`config.mk`:
```
export PLATFORM = sky130hd
export DESIGN_NAME = fp_align
export DESIGN_NICKNAME = d
export VERILOG_FILES = /design/src/rtl/fp_pkg.sv /design/src/rtl/fp_rshift_sticky.sv /design/src/rtl/fp_align.sv
export SDC_FILE = /design/constraint.sdc
export NUM_CORES = 1
export LEC_CHECK = 0
export CELL_PAD_IN_SITES_DETAIL_PLACEMENT = 0
export CELL_PAD_IN_SITES_GLOBAL_PLACEMENT = 1
export CORE_MARGIN = 3
export CORE_UTILIZATION = 42
export CTS_CLUSTER_DIAMETER = 40
export DETAILED_ROUTE_END_ITERATION = 6
export PLACE_DENSITY = 0.85
export SLEW_MARGIN = 10
export SYNTH_ARGS = -nofsm -noshare
export SYNTH_HDL_FRONTEND = slang
export SYNTH_SLANG_ARGS = --single-unit
```
`constraint.sdc`:
```
create_clock -name clk -period 10.5 [get_ports clk]
set_clock_uncertainty 0.1 [all_clocks]
set_input_delay 1.575 -clock clk [delete_from_list [all_inputs] [get_ports clk]]
set_output_delay 1.575 -clock clk [all_outputs]
set_load 0.01 [all_outputs]
```
`src/rtl/fp_pkg.sv`:
```
// Shared definitions for the single-precision alignment path: field widths,
// the packed operand layout and helpers that expand an operand into its
// effective exponent and 25-bit mantissa.
package fp_pkg;

    localparam int EXP_W  = 8;
    localparam int FRAC_W = 23;
    localparam int MAN_W  = 25;

    typedef struct packed {
        logic              sign;
        logic [EXP_W-1:0]  exp;
        logic [FRAC_W-1:0] frac;
    } fp32_t;

    localparam logic [EXP_W-1:0] EXP_SPECIAL = 8'hFF;

    // Denormals (exp 0) behave as exponent 1 with no hidden bit.
    function automatic logic [EXP_W-1:0] exp_eff(input fp32_t x);
        return (x.exp == '0) ? 8'd1 : x.exp;
    endfunction

    // {guard 0, hidden, fraction}
    function automatic logic [MAN_W-1:0] mant_of(input fp32_t x);
        return {1'b0, (x.exp != '0), x.frac};
    endfunction

endpackage

```
`src/rtl/fp_rshift_sticky.sv`:
```
// Combinational right shifter for the small mantissa. A saturate request
// clears the result and folds every input bit into sticky.
module fp_rshift_sticky
    import fp_pkg::*;
(
    input  logic [MAN_W-1:0] din,
    input  logic [4:0]       amt,
    input  logic             sat,
    output logic [MAN_W-1:0] dout,
    output logic             sticky
);

    logic [MAN_W-1:0] keep_mask;

    // Shift and collect the bits that fall off the bottom
    always_comb begin
        dout      = '0;
        sticky    = 1'b0;
        keep_mask = {MAN_W{1'b1}} << amt;
        if (sat) begin
            dout   = '0;
            sticky = |din;
        end else begin
            dout   = din >> amt;
            sticky = |(din & ~keep_mask);
        end
    end

endmodule

```
`src/rtl/fp_align.sv`:
```
// Two-stage operand alignment ahead of the 25-bit mantissa adder.
// S1 picks the larger magnitude and the exponent difference, S2 shifts the
// smaller mantissa. Build option FP_ALIGN_STICKY_EN drives the sticky output
// and jams it into bit 0 of man_small; without it sticky is 0 and the shift
// is plain truncation.
module fp_align
    import fp_pkg::*;
#(
    parameter int DATA_WIDTH = 25
) (
    input  logic                  clk,
    input  logic                  rst,
    input  logic                  in_valid,
    output logic                  in_ready,
    input  logic [31:0]           a,
    input  logic [31:0]           b,
    output logic                  out_valid,
    input  logic                  out_ready,
    output logic [DATA_WIDTH-1:0] man_big,
    output logic [DATA_WIDTH-1:0] man_small,
    output logic [7:0]            exp_out,
    output logic                  sign_big,
    output logic                  sign_small,
    output logic                  swapped,
    output logic                  sticky,
    output logic                  special
);

    fp32_t            op_a, op_b;
    logic [EXP_W-1:0] ea, eb;
    logic [MAN_W-1:0] ma, mb;
    logic             b_big;
    logic             is_special;

    logic             s1_valid;
    logic [MAN_W-1:0] s1_man_big, s1_man_small;
    logic [EXP_W-1:0] s1_exp, s1_diff;
    logic             s1_sign_big, s1_sign_small, s1_swapped, s1_special;

    logic             s2_adv, s1_open;
    logic             sh_sat, sh_sticky;
    logic [MAN_W-1:0] sh_out;
    logic [MAN_W-1:0] small_next;
    logic             sticky_next;

    // Operand decode and magnitude compare; ties keep a as the big operand
    always_comb begin
        op_a       = a;
        op_b       = b;
        ea         = exp_eff(op_a);
        eb         = exp_eff(op_b);
        ma         = mant_of(op_a);
        mb         = mant_of(op_b);
        b_big      = {eb, mb[MAN_W-2:0]} > {ea, ma[MAN_W-2:0]};
        is_special = (op_a.exp == EXP_SPECIAL) || (op_b.exp == EXP_SPECIAL);
    end

    // Handshake: S2 frees up when empty or draining, S1 when it can move on
    always_comb begin
        s2_adv   = !out_valid || out_ready;
        s1_open  = !s1_valid || s2_adv;
        in_ready = !rst && s1_open;
        sh_sat   = s1_diff >= 8'd25;
    end

    fp_rshift_sticky u_shift (
        .din    (s1_man_small),
        .amt    (s1_diff[4:0]),
        .sat    (sh_sat),
        .dout   (sh_out),
        .sticky (sh_sticky)
    );

`ifdef FP_ALIGN_STICKY_EN
    // Jam sticky into the LSB of the shifted mantissa
    always_comb begin
        small_next  = sh_out | {{(MAN_W-1){1'b0}}, sh_sticky};
        sticky_next = sh_sticky;
    end
`else
    logic unused_sticky;

    // Plain truncating shift, sticky reported as 0
    always_comb begin
        small_next    = sh_out;
        sticky_next   = 1'b0;
        unused_sticky = sh_sticky;
    end
`endif

    // Pipeline registers for both stages
    always_ff @(posedge clk) begin
        if (rst) begin
            s1_valid      <= 1'b0;
            s1_man_big    <= '0;
            s1_man_small  <= '0;
            s1_exp        <= '0;
            s1_diff       <= '0;
            s1_sign_big   <= 1'b0;
            s1_sign_small <= 1'b0;
            s1_swapped    <= 1'b0;
            s1_special    <= 1'b0;
            out_valid     <= 1'b0;
            man_big       <= '0;
            man_small     <= '0;
            exp_out       <= '0;
            sign_big      <= 1'b0;
            sign_small    <= 1'b0;
            swapped       <= 1'b0;
            sticky        <= 1'b0;
            special       <= 1'b0;
        end else begin
            if (s1_open) begin
                s1_valid <= in_valid;
                if (in_valid) begin
                    s1_man_big    <= b_big ? mb : ma;
                    s1_man_small  <= b_big ? ma : mb;
                    s1_exp        <= b_big ? eb : ea;
                    s1_diff       <= b_big ? (eb - ea) : (ea - eb);
                    s1_sign_big   <= b_big ? op_b.sign : op_a.sign;
                    s1_sign_small <= b_big ? op_a.sign : op_b.sign;
                    s1_swapped    <= b_big;
                    s1_special    <= is_special;
                end
            end
            if (s2_adv) begin
                out_valid <= s1_valid;
                if (s1_valid) begin
                    man_big    <= s1_man_big;
                    man_small  <= small_next;
                    exp_out    <= s1_exp;
                    sign_big   <= s1_sign_big;
                    sign_small <= s1_sign_small;
                    swapped    <= s1_swapped;
                    sticky     <= sticky_next;
                    special    <= s1_special;
                end
            end
        end
    end

endmodule

```
==> results.md, run 1 <==
* Cell row count at 47
* First-pass GRT wire length at 32710 µm
* EDFF count, synth at 0
* Cts hold-fix bufs at 0
* Placer Congestion at 0.8880
* Gr ovfl total at 0
* Post-synthesis cell count at 933
* Status: complete, no violations
* Initial antenna violation count at 0
* Ant diodes at 0
* Synth Flop Type: dfxtp_1
* Final Power at 1.463 mW
* Max_cap viols at 0
* Leak at 3.761 nW
* CTS clk-pin slew, worst paths at 0.06 ns
* Total negative slack at 0 ns
* First DRT Iteration DRCs at 510
* Final net count at 1114
* Clock net sink count at 130
* Register bit count reported by yosys at 130
* Power Dens Cells at 157.7 nW/µm²
* Fin crit period at 5.028 ns
* Max FO, Critical Path at 69
* Clk_lat worst skew at 0.42 ns
* Largest net degree at the start of global routing at 110
* Chip width at 138.5 µm
* Commonest non-fill, non-tap cells in the layout: 130 x dfxtp_1, 128 x clkdlybuf4s50_1, 123 x nor2_1, 123 x nand2_1, 107 x a21oi_1
* Post-DR vias/cell at 5.365
* Synthesized cell area at 7378 µm²
* Post-synthesis sequential area ratio at 35.27%
* CTS tree: done
* Synth unique cells at 53
* Routed WL at 19940 µm
* Mean Syn Cell Area at 7.908 µm²
* Num CTS Buffers at 17
* Peak VDD IR at 0.1132 mV
* Async SR Flop Fraction at 0%
* Worst setup EP type: flop
* WHS Path Cells at 2
* Required time of the critical path at 10.65 ns
* Routed Antenna Nets at 0
* Critical setup path kind: in -> reg
* Detailed Place HPWL at 14120 µm
* Yosys warnings at 0
* Root Driver: clkbuf_16
* Crit path launch type: primary input
* Avg WL per Cell at 16.12 µm
* Io pins at 133
* Port Buffers at 129
* Core ar. at 16880 µm²
* Multi-input logic area at 4259 µm²
* Chip height at 138.5 µm
* DIE AREA at 19190 µm²
* Final hold violations at 0
* Ordered cell list for the critical path: clkdlybuf4s50_1 -> or4_1 -> nor2_1 -> nor2_1 -> ha_1 -> nand4_1 -> nor2_1 -> nand3_1 -> o32ai_4 -> buf_4 -> mux2i_1 -> a211oi_1
* Most common cell after layout, fill and taps aside: dfxtp_1
* Worst hold path type: reg -> reg
* Slew Viols, Final at 0
* Fill count at 1562
* H-tree Lvls at 4
* Postcts setup bufs at 0
* R2R cell count at 8
* Peak Freq at 198.9 MHz
* Area Overhead vs Synth at 25.69%
* Crit path top cell by count: nor2_1
* Tcrit/Tclk final at 47.89%
* GR Util All Layers at 20.48%
* Initial core utilization at 43.72%
* DR pass1 iterations at 5
* Critical Path Slowest Stage Cell: buf_4
* Share of cells above drive strength 1 at 5.801%
* CTS-repair resized insts at 0
* DR vias at 6637
* RSZ-0062 raised after global routing: false
* Crit path largest cell delay at 0.69 ns
* Final setup violating endpoints at 0
* Register Area at 2603 µm²
* Slew HR at 29.79%
* Vias in the first global route at 6335
* Critical Path AT at 5.18 ns
* Cells after DPL at 1205
* Number of remaining DRC errors at 0
* Worst Tran Pin Value at 1.053 ns
* Non-filler cells, final at 1237
* Clk buf depth at 2
logic make-up (layout without fill, tap and decap cells):
kind of cell	after synthesis	after routing	synth area share (%)
compound gates	246	246	20.74
xor+xnor	5	5	0.5936
fa+ha+maj	42	42	7.326
buf+inv	136	218	7.461
flops	130	130	35.27
mux	74	74	11.53
other cells	1	3	0.05082
simple gates	299	299	17.03
layout make-up:
| class | instances | share of cell area [%] |
|---|---|---|
| Clock buffer | 19 | 4.776 |
| Clock inverter | 13 | 1.740 |
| Inverter | 49 | 1.983 |
| Multi-Input combinational cell | 669 | 45.93 |
| Sequential cell | 130 | 28.06 |
| Tap cell | 220 | 2.968 |
| Timing Repair Buffer | 137 | 14.54 |
path summary, 6_finish.rpt:
| path | from | slack [ns] | endpoint |
|---|---|---|---|
| worst max-delay path | a[24] | 5.47 | s1_man_big[21] |
| worst min-delay path | man_small[15] | 0.35 | man_small[15] |
| worst max register to register | out_valid | 7.46 | man_small[20] |
| worst min register to register | man_small[15] | 0.35 | man_small[15] |
through the flow:
| step | cell area, µm² | worst slack [ns] | utilization, % | hold slack [ns] |
|---|---|---|---|---|
| after floorplan | 7386 | 6.102 | - | 0.3320 |
| after global placement | 8670 | 5.202 | 51.37 | 0.3407 |
| after detailed placement | 8670 | 5.085 | 51.37 | 0.3438 |
| after CTS | 9274 | 5.509 | 54.95 | 0.3516 |
| after global routing | 9274 | 5.306 | 54.95 | 0.3712 |
| final | 9274 | 5.472 | 54.95 | 0.3499 |
sequential cells by signal, summed over array words and instances (netlist names):
register	cells
s1_sign_big	1
s1_special	1
exp_out	8
man_big	24
s1_valid	1
s1_man_small	24
s1_man_big	24
s1_exp	8
s1_swapped	1
man_small	24
out_valid	1
sign_small	1
special	1
sign_big	1
s1_diff	8
s1_sign_small	1
swapped	1
critical path, delay by kind of cell:
| family | cells | cell delay [ns] |
|---|---|---|
| AND/OR/NAND/NOR | 6 | 1.30 |
| AO/OA/AOI/OAI | 2 | 0.40 |
| multiplexers | 1 | 0.31 |
| adder cells (fa/ha/maj) | 1 | 0.33 |
| buffers and inverters | 2 | 1.21 |
layer usage:
layer	vias to the layer above	track usage, %	routed length (µm)
met4	0	5.460	215
met1	3072	28.69	9742
li1	3380	-	-
met5	-	0	0
met2	166	32.50	9215
met3	19	3.966	765
cell usage after synthesis, drive strengths merged (3+ instances only):
master    n  area (µm²)
dfxtp   130        2603
nand2   123       461.7
nor2    123       461.7
a21oi   107       535.5
a211oi   70       525.5
clkbuf   67       251.5
mux2i    61       610.6
inv      49       183.9
ha       40       500.5
o21ai    22       110.1
buf      20       115.1
a22oi    12       90.09
nand4    11       68.82
nand2b    9       56.30
nor2b     9       56.30
a21o      8       60.06
mux4      8       180.2
o22ai     8       50.05
mux2      5       60.05
o211ai    5       37.54
nand3     4       20.02
nor3      4       20.02
and2      3       18.77
or3       3       18.77
xnor2     3       26.28
report_power, final:
group          total [mW]  internal (mW)  switching (mW)
Clock               0.608          0.379           0.229
Combinational       0.302          0.135           0.167
Sequential          0.552          0.525          0.0273
Power figures use the tool's default switching activity.
==> run 2: changes to the inputs <==
CORE_UTILIZATION = 39   (was 42)
PLACE_DENSITY = 0.8   (was 0.85)
clock period = 4.8 ns   (was 10.5 ns; I/O delays follow)
==> results.md, run 2 (synthesis gave the netlist of run 1 again) <==
* Status: complete, no violations
* CTS clk-pin slew, worst paths at 0.06 ns
* Cells after DPL at 1217
* CTS-repair resized insts at 0
* Post-DR vias/cell at 5.252
* Final hold violations at 0
* Core ar. at 18270 µm²
* Required time of the critical path at 5.01 ns
* Cts hold-fix bufs at 0
* Area Overhead vs Synth at 26.56%
* First DRT Iteration DRCs at 350
* Final core occ at 51.11%
* DR pass1 iterations at 5
* Pre-CTS setup slack at 0.3415 ns
* H-tree Lvls at 4
* Vias in the first global route at 6385
* DR vias at 6560
* Power Dens Cells at 348.5 nW/µm²
* Fin crit period at 4.043 ns
* Largest net degree at the start of global routing at 82
* Leak at 3.793 nW
* Clk buf depth at 2
* Number of remaining DRC errors at 0
* Tcrit/Tclk final at 84.24%
* Postcts setup bufs at 0
* Chip width at 143.5 µm
* GR Util All Layers at 20.11%
* Critical setup path kind: in -> reg
* Cell row count at 49
* Share of cells above drive strength 1 at 5.784%
* Crit path launch type: primary input
* Worst setup EP type: flop
* Detailed Place HPWL at 14770 µm
* Root Driver: clkbuf_16
* Slew Viols, Final at 0
* Slew HR at 44.85%
* Max_cap viols at 0
* Clock net sink count at 130
* Placer Congestion at 0.8879
* Critical Path AT at 4.25 ns
* Final setup violating endpoints at 0
* Ant diodes at 0
* Initial core utilization at 40.38%
* Final net count at 1117
* Gr ovfl total at 0
* Clk_lat worst skew at 0.42 ns
* DIE AREA at 20610 µm²
* Peak VDD IR at 0.2605 mV
* Worst hold path type: reg -> reg
* Fill count at 1797
* Most common cell after layout, fill and taps aside: dfxtp_1
* Routed WL at 20040 µm
* Max FO, Critical Path at 10
* Commonest non-fill, non-tap cells in the layout: 130 x dfxtp_1, 128 x clkdlybuf4s50_1, 123 x nor2_1, 123 x nand2_1, 107 x a21oi_1
* Setup WS post-layout at 0.7567 ns
* Port Buffers at 129
* CTS tree: done
* Worst Tran Pin Value at 0.8273 ns
* Total negative slack at 0 ns
* First-pass GRT wire length at 33310 µm
* Initial antenna violation count at 0
* RSZ-0062 raised after global routing: false
* Avg WL per Cell at 16.05 µm
* Io pins at 133
* Final Power at 3.254 mW
* Peak Freq at 247.3 MHz
* Num CTS Buffers at 17
* Routed Antenna Nets at 0
* Non-filler cells, final at 1249
* Chip height at 143.5 µm
-- run 2: cell types whose count changed in the layout (fill, tap and decap cells not counted), moves of 2 or more --
| cell | previous run | this run |
|---|---|---|
| clkinvlp_4 | 4 | 2 |
| clkbuf_1 | 1 | 4 |
| clkinv_4 | 3 | 1 |
| buf_4 | 9 | 11 |
-- run 2: cell type report --
cell class                 instances  area (µm²)  area share (%)
multi-input combinational        669        4259           45.61
sequential                       130        2603           27.87
timing repair buffer             140        1384           14.82
clock buffer                      23       467.9           5.011
tap                              229       286.5           3.068
inverter                          49       183.9           1.970
clock inverter                     9       153.9           1.648
-- run 2: per-layer routing --
layer | vias up | wire (µm) | track usage (%)
met5 | - | 0 | 0
met4 | 0 | 216 | 5.104
met3 | 15 | 749 | 3.993
met2 | 133 | 9231 | 32.07
li1 | 3394 | - | -
met1 | 3018 | 9843 | 28.08
-- run 2: per-stage QoR --
step | hold slack, ns | area (µm²)
finish | 0.3502 | 9338
global route | 0.3702 | 9338
CTS | 0.3538 | 9338
detailed placement | 0.3457 | 8716
global placement | 0.3428 | 8716
floorplan | 0.3320 | 7386
-- run 2: final timing paths --
kind	startpoint	endpoint	slack, ns	cells after the start
min	man_small[14]	man_small[14]	0.35	2
max reg2reg	s1_diff[0]	man_small[20]	1.89	7
min reg2reg	man_small[14]	man_small[14]	0.35	2
max	a[24]	s1_diff[5]	0.76	13
-- run 2: critical path, cell delays in order --
cell and delay [ns]:
clkdlybuf4s50_1 0.52, or4_1 0.54, nor2_1 0.30, nor2_1 0.15, ha_1 0.33, nand4_1 0.12, nor2_1 0.14, nand3_1 0.15
o32ai_4 0.42, buf_4 0.27, mux2i_1 0.25, o21ai_1 0.09, a211o_1 0.25
-- run 2: power breakdown --
part	switching [mW]	internal, mW	total [mW]
registers	0.0586	1.15	1.21
logic	0.366	0.300	0.666
clock network	0.485	0.896	1.38
==> run 3: changes to the inputs <==
clock period = 3.8 ns   (was 4.8 ns; I/O delays follow)
==> results.md, run 3 (synthesis gave the netlist of run 1 again) <==
* Port Buffers at 129
* Slew HR at 40.32%
* Number of remaining DRC errors at 0
* Worst Hold End: man_small[14]
* Worst setup EP type: flop
* Initial antenna violation count at 0
* Required time of the critical path at 4.01 ns
* Largest net degree at the start of global routing at 89
* Placer Congestion at 0.8856
* CTS tree: done
* Num CTS Buffers at 17
* Crit path top cell by count: nor2_1
* Most common cell after layout, fill and taps aside: dfxtp_1
* Routed Antenna Nets at 0
* Root Driver: clkbuf_16
* Crit path launch type: primary input
* Worst Tran Pin Value at 0.8952 ns
* Ant diodes at 0
* Chip width at 143.5 µm
* WHS Path Cells at 2
* Clock net sink count at 130
* Vias in the first global route at 6457
* GR Util All Layers at 20.21%
* Chip height at 143.5 µm
* Final hold violations at 0
* Peak Freq at 275.9 MHz
* Final net count at 1158
* Max FO, Critical Path at 5
* R2R cell count at 6
* H-tree Lvls at 4
* Peak VDD IR at 0.3287 mV
* Fin crit period at 3.625 ns
* Detailed Place HPWL at 15150 µm
* CTS clk-pin slew, worst paths at 0.06 ns
* Tcrit/Tclk final at 95.38%
* Initial core utilization at 40.38%
* RSZ-0062 raised after global routing: false
* Crit path largest cell delay at 0.58 ns
* DR pass1 iterations at 5
* Worst hold path type: reg -> reg
* Routed WL at 20360 µm
* Final setup violating endpoints at 0
* Clk buf depth at 2
* Area Overhead vs Synth at 29.74%
* First-pass GRT wire length at 33500 µm
* Commonest non-fill, non-tap cells in the layout: 130 x dfxtp_1, 128 x clkdlybuf4s50_1, 123 x nand2_1, 122 x nor2_1, 107 x a21oi_1
* Post-DR vias/cell at 5.253
* Critical setup path kind: in -> reg
* Critical Path AT at 3.84 ns
* Final Power at 3.842 mW
* Gr ovfl total at 0
* Hold Path Origin: man_small[14]
* First DRT Iteration DRCs at 409
* DIE AREA at 20610 µm²
* R2r startpoint: s1_diff[2]
* Clk_lat worst skew at 0.42 ns
* Total negative slack at 0 ns
* R2R setup slack at 1.06 ns
* Fin Hold WS at 0.3486 ns
* Core ar. at 18270 µm²
* Cell row count at 49
* Leak at 3.953 nW
* Share of cells above drive strength 1 at 9.564%
* Reg2Reg Capture Point: man_small[16]
* Io pins at 133
* Max_cap viols at 0
* Power Dens Cells at 401.3 nW/µm²
* Slew Viols, Final at 0
* Cts hold-fix bufs at 0
* Status: complete, no violations
* Critical Path Slowest Stage Cell: or4_1
* DR vias at 6750
* Ordered cell list for the critical path: clkdlybuf4s50_1 -> or4_1 -> nor2_2 -> nor2_1 -> ha_1 -> nand4_1 -> nor2_1 -> nand3_1 -> a31oi_2 -> o32ai_4 -> buf_4 -> mux2_4 -> o211a_1 -> a211o_1
* Avg WL per Cell at 15.85 µm
-- run 3: cell count changes in the layout (fill, tap and decap cells not counted), sizes merged --
| cell | change |
|---|---|
| buf | +41 |
| bufinv | -4 |
| clkinv | +2 |
| clkbuf | -3 |
-- run 3: area by class of cell --
type / count / area [µm²]
fillers: 1738 / 8697
multi-input cells: 669 / 4274
flip-flops and latches: 130 / 2603
repair buffers: 181 / 1729
clock buffers: 20 / 456.7
well taps: 229 / 286.5
inverters: 49 / 183.9
clock inverters: 7 / 40.04
-- run 3: metrics by stage --
step | instances | util [%] | cell area [µm²] | worst slack (ns)
after CTS | 1284 | 52.27 | 9550 | 0.2291
after floorplan | 935 | - | 7386 | 0.4073
after global placement | 1257 | 49.55 | 9054 | -0.1582
final | 1285 | 52.40 | 9573 | 0.1754
after detailed placement | 1257 | 49.55 | 9054 | -0.2045
after global routing | 1285 | 52.40 | 9573 | 0.02762
-- run 3: how the worst max path moves through the flow --
stage | startpoint | endpoint | slack [ns] | cells past startpoint
5_1_grt | a[23] | s1_diff[5] | 0.03 | 14
3_5_place_dp | a[23] | s1_man_small[8] | -0.20 | 14
4_1_cts | a[23] | s1_man_small[8] | 0.23 | 14
3_3_place_gp | a[23] | s1_man_small[12] | -0.16 | 14
2_1_floorplan | a[23] | s1_diff[5] | 0.41 | 12
6_report | a[23] | s1_diff[5] | 0.18 | 14
-- run 3: critical path: cells and delay by family --
family | cells | cell delay [ns]
compound gates | 4 | 0.86
fa+ha+maj | 1 | 0.31
buf+inv | 2 | 0.58
mux | 1 | 0.29
simple gates | 6 | 1.22
-- run 3: timing repair --
item / 4_1_cts / 5_1_grt
resized for setup: 0 / 3
setup buffers: 0 / 1
setup endpoints to repair: 0 / 7
-- run 3: routing by layer --
| layer | track usage (%) | wire (µm) | vias up |
|---|---|---|---|
| met4 | 7.483 | 498 | 0 |
| met2 | 31.55 | 9108 | 158 |
| met3 | 3.794 | 734 | 37 |
| met5 | 0 | 0 | - |
| li1 | - | - | 3455 |
| met1 | 27.90 | 10020 | 3100 |
-- run 3: where the power goes --
group	switching (mW)	total, mW	leakage [nW]	internal [mW]
Combinational	0.477	0.896	2.64	0.420
Clock	0.579	1.42	0.245	0.840
Sequential	0.0749	1.53	1.07	1.45
==> RTL change 1 (flow settings as in run 3) <==
The option `FP_ALIGN_STICKY_EN` is turned on by a define.
--- a/src/rtl/fp_align.sv
+++ b/src/rtl/fp_align.sv
@@ -3,6 +3,8 @@
 // smaller mantissa. Build option FP_ALIGN_STICKY_EN drives the sticky output
 // and jams it into bit 0 of man_small; without it sticky is 0 and the shift
 // is plain truncation.
+`define FP_ALIGN_STICKY_EN
+
 module fp_align
     import fp_pkg::*;
 #(
Check against the original RTL: not equivalent (a bounded check fails within 4 cycles, from zero or initial values and one cycle with rst high).
==> RTL change 1 against run 3 <==
Die area is 6.5% higher; synthesized area is 6.7% higher; sequential cell count is 1 higher; clock power is 25% higher; design area is 6.5% higher; worst setup slack worse by 0.014 ns; sequential power is 3% higher; register-to-register slack worse by 0.11 ns; power is 13% higher; wire length is 9.1% higher; largest cell class unchanged; highest routed layer unchanged.
==> RTL change 1: results (changes against run 3) <==
\begin{tabular}{lr}
\hline
Metric & Value \\
\hline
\multicolumn{2}{l}{\textbf{Setup path}} \\
\quad Data arrival time of the worst path & 3.89 ns (+0.05 ns) \\
\quad Peak per-stage delay on the critical path & 0.53 ns (-0.05 ns) \\
\quad Worst setup slack for register-to-register paths & 0.95 ns (-0.11 ns) \\
\multicolumn{2}{l}{\textbf{Logic synthesis}} \\
\quad Cell count after synthesis & 993 (+6.4\%) \\
\quad Biggest area contributors in the synthesized netlist & sky130\_fd\_sc\_hd\_\_dfxtp\_1 (33\%), sky130\_fd\_sc\_hd\_\_mux2i\_1 (8.0\%), sky130\_fd\_sc\_hd\_\_a21oi\_1 (7.1\%) \\
\quad Library cells used by synthesis & 59 (+11\%) \\
\quad Sequential area share after synthesis & 33.30\% (-2.0 points) \\
\multicolumn{2}{l}{\textbf{Drt}} \\
\quad Detailed-route vias per instance & 5.330 (+1.5\%) \\
\quad DRT iter0 DRCs & 446 (+9.0\%) \\
\quad Detailed-route wire length & 22,220 um (+9.1\%) \\
\multicolumn{2}{l}{\textbf{Global routing}} \\
\quad Largest net degree at the start of global routing & 80 (-10\%) \\
\quad Global-route wire length before repair & 36,520 um (+9.0\%) \\
\quad Total global-route track usage & 20.46\% (+0.25 points) \\
\quad M1 GR Usage & 27.17\% (-0.73 points) \\
\quad Met3 routing resource usage after global routing & 4.418\% (+0.62 points) \\
\multicolumn{2}{l}{\textbf{Place}} \\
\quad HPWL after detailed placement & 16,120 um (+6.4\%) \\
\quad Global placer's final weighted congestion & 0.8804 (-0.59\%) \\
\quad Pre-CTS setup slack & -0.3275 ns (-0.1230 ns) \\
\quad Port buffer count & 130 (+0.78\%) \\
\quad Instance area after placement & 9564 um\^{}2 (+5.6\%) \\
\multicolumn{2}{l}{\textbf{Timing}} \\
\quad Worst slew margin & 24.03\% (-16 points) \\
\quad Post-layout minimum cycle time & 3.638 ns (+0.01373 ns) \\
\multicolumn{2}{l}{\textbf{Cells and area}} \\
\quad Final Cell Area & 10,200 um\^{}2 (+6.5\%) \\
\quad Final Non-Filler Cells & 1,382 (+7.5\%) \\
\quad Fraction of layout cells with a size suffix above 1 & 10.38\% (+0.82 points) \\
\multicolumn{2}{l}{\textbf{Status}} \\
\quad Outcome & completed \\
\multicolumn{2}{l}{\textbf{Pwr}} \\
\quad Static power due to leakage & 4.114 nW (+4.1\%) \\
\quad IR Drop Worst-Case VDD & 0.0003153 V (-4.1\%) \\
\hline
\end{tabular}
==> RTL change 1: area by class of cell <==
cell class,instances,share of cell area (%)
tap,265,3.251
inverter,46,1.693
clock inverter,15,1.987
clock buffer,17,4.171
multi-input combinational,724,45.61
sequential,131,25.71
timing repair buffer,184,17.57
==> RTL change 1: per-stage QoR <==
| step | hold WS (ns) | total power, mW |
|---|---|---|
| after CTS | 0.3528 | 4.376 |
| final | 0.3505 | 4.345 |
| after floorplan | 0.3320 | 2.232 |
| after detailed placement | 0.3446 | 2.597 |
| after global placement | 0.3413 | 2.589 |
| after global routing | 0.3702 | 4.554 |
==> RTL change 1: metal layers <==
| metal | wire length (um) | vias to the layer above |
|---|---|---|
| met5 | 0 | - |
| met4 | 311 | 0 |
| li1 | - | 3743 |
| met3 | 1094 | 27 |
| met1 | 10150 | 3415 |
| met2 | 10670 | 181 |
==> RTL change 1: kinds of logic after synthesis <==
family / synth area share [%]
multiplexers: 11.49
other: 0.04761
buffers and inverters: 7.975
AO/OA/AOI/OAI: 22.59
AND/OR/NAND/NOR: 17.30
adder cells (fa/ha/maj): 6.863
flip-flops: 33.30
XOR/XNOR: 0.4449
==> RTL change 1: path summary, 6_finish.rpt <==
path,from,endpoint,cells past startpoint
setup / recovery,a[23],s1_diff[5],13
hold / removal,man_big[20],man_big[20],2
setup reg to reg,s1_diff[1],man_small[0],7
hold reg to reg,man_big[20],man_big[20],2
==> RTL change 1: power by group through the flow <==
stage | clock [mW] | sequential, mW | combinational (mW)
2_1_floorplan | 0 | 1.56 | 0.674
3_3_place_gp | 0 | 1.60 | 0.987
3_5_place_dp | 0 | 1.60 | 0.995
4_1_cts | 1.80 | 1.57 | 1.00
5_1_grt | 1.86 | 1.59 | 1.11
6_report | 1.77 | 1.57 | 1.00
==> RTL change 2 (settings of run 3) <==
Without the edit above. Reset style: asynchronous (`rst`), changed in one clocked block.
--- a/src/rtl/fp_align.sv
+++ b/src/rtl/fp_align.sv
@@ -89,7 +89,7 @@
 `endif
 
     // Pipeline registers for both stages
-    always_ff @(posedge clk) begin
+    always_ff @(posedge clk or posedge rst) begin
         if (rst) begin
             s1_valid      <= 1'b0;
             s1_man_big    <= '0;
Function: differs if rst is asserted again (counterexample within 4 cycles, from zero or initial values and one cycle with rst high); with rst held inactive, the same outputs for 4 cycles.
==> RTL change 2 against run 3 <==
Design area up 6.2%; power up 32%; fmax is 5.8% higher; sequential cell count is the same; synthesized area is 6.2% higher; worst setup slack gained 0.20 ns; final cell count is 0.16% higher; clock power increased by 15%; first-iteration DRC count down 14%; non-clock buffer count is 4 lower; wire length increased by 5.4%; critical path type unchanged; largest cell class unchanged; largest power group unchanged.
==> RTL change 2: results (changes against run 3) <==
\begin{tabular}{lr}
\hline
Metric & Value \\
\hline
\multicolumn{2}{l}{\textbf{Status}} \\
\quad Outcome & completed \\
\multicolumn{2}{l}{\textbf{Pwr}} \\
\quad Part of the total power dissipated in sequential elements & 36.9\% (-2.8 points) \\
\quad Flop+latch power & 1.87 mW (+22\%) \\
\multicolumn{2}{l}{\textbf{Drt}} \\
\quad Routed length on met3 & 714 um (-2.7\%) \\
\quad Wire length on met2 & 10,320 um (+13\%) \\
\quad Mean routed wirelength per cell & 16.67 um (+5.2\%) \\
\quad DRT iter0 DRCs & 352 (-14\%) \\
\multicolumn{2}{l}{\textbf{Logic synthesis}} \\
\quad Biggest area contributors in the synthesized netlist & sky130\_fd\_sc\_hd\_\_dfrtp\_1 (42\%), sky130\_fd\_sc\_hd\_\_nand2\_1 (6.8\%), sky130\_fd\_sc\_hd\_\_ha\_1 (6.4\%) \\
\quad Adder-cell share of the synthesized area & 6.897\% (-0.43 points) \\
\quad Cell count after synthesis & 880 (-5.7\%) \\
\quad Primary flip-flop cell chosen by synthesis mapping & sky130\_fd\_sc\_hd\_\_dfrtp\_1 \\
\quad Post-Synth XOR/XNOR Area & 0\% (-0.59 points) \\
\multicolumn{2}{l}{\textbf{Timing}} \\
\quad Achievable frequency & 291.9 MHz (+5.8\%) \\
\quad Worst slew margin & 27.74\% (-13 points) \\
\quad Smallest hold slack & 0.3761 ns (+0.02747 ns) \\
\multicolumn{2}{l}{\textbf{Setup path}} \\
\quad Data arrival time of the worst path & 3.67 ns (-0.17 ns) \\
\quad Worst-path fanout max & 10 (+5) \\
\quad Peak per-stage delay on the critical path & 0.52 ns (-0.06 ns) \\
\multicolumn{2}{l}{\textbf{Cells and area}} \\
\quad Fraction of layout cells with a size suffix above 1 & 13.41\% (+3.8 points) \\
\multicolumn{2}{l}{\textbf{Place}} \\
\quad Global placer's final weighted congestion & 0.8480 (-4.2\%) \\
\quad Pre-CTS setup slack & -0.1587 ns (+0.04584 ns) \\
\quad Dpl cells & 1,255 (-0.16\%) \\
\quad HPWL after detailed placement & 15,980 um (+5.5\%) \\
\multicolumn{2}{l}{\textbf{Min path}} \\
\quad Startpoint of the lowest-slack hold path & man\_small[14] \\
\multicolumn{2}{l}{\textbf{Global routing}} \\
\quad Total global-route track usage & 20.33\% (+0.12 points) \\
\quad Largest net degree at the start of global routing & 131 (+47\%) \\
\hline
\end{tabular}
==> RTL change 2: cell type report <==
class	instances	area, um^2
Clock inverter	15	158.9
Sequential cell	130	3253
Tap cell	265	331.6
Timing Repair Buffer	177	1714
Clock buffer	17	425.4
Inverter	50	191.4
Fill cell	1887	9424
Multi-Input combinational cell	633	4091
==> RTL change 2: cells by family (layout without fill, tap and decap cells) <==
group	Yosys count	after routing
adder cells (fa/ha/maj)	42	42
AND/OR/NAND/NOR	283	283
flip-flops	130	130
other	1	3
AO/OA/AOI/OAI	222	222
multiplexers	83	83
buffers and inverters	119	259
==> RTL change 2: worst paths after layout <==
path / endpoint / depth (start not counted)
max reg2reg: man_small[7] / 7
min reg2reg: man_small[14] / 2
min in group asynchronous: man_big[7] / 3
max in group asynchronous: exp_out[1] / 3
min: man_small[14] / 2
max: s1_diff[6] / 12
==> RTL change 2: worst min-delay path, delay by kind of cell (launching register included) <==
kind,cells,cell delay [ns]
DFF,1,0.34
and+or+nand+nor,1,0.05
AOI/OAI and AO/OA,1,0.06
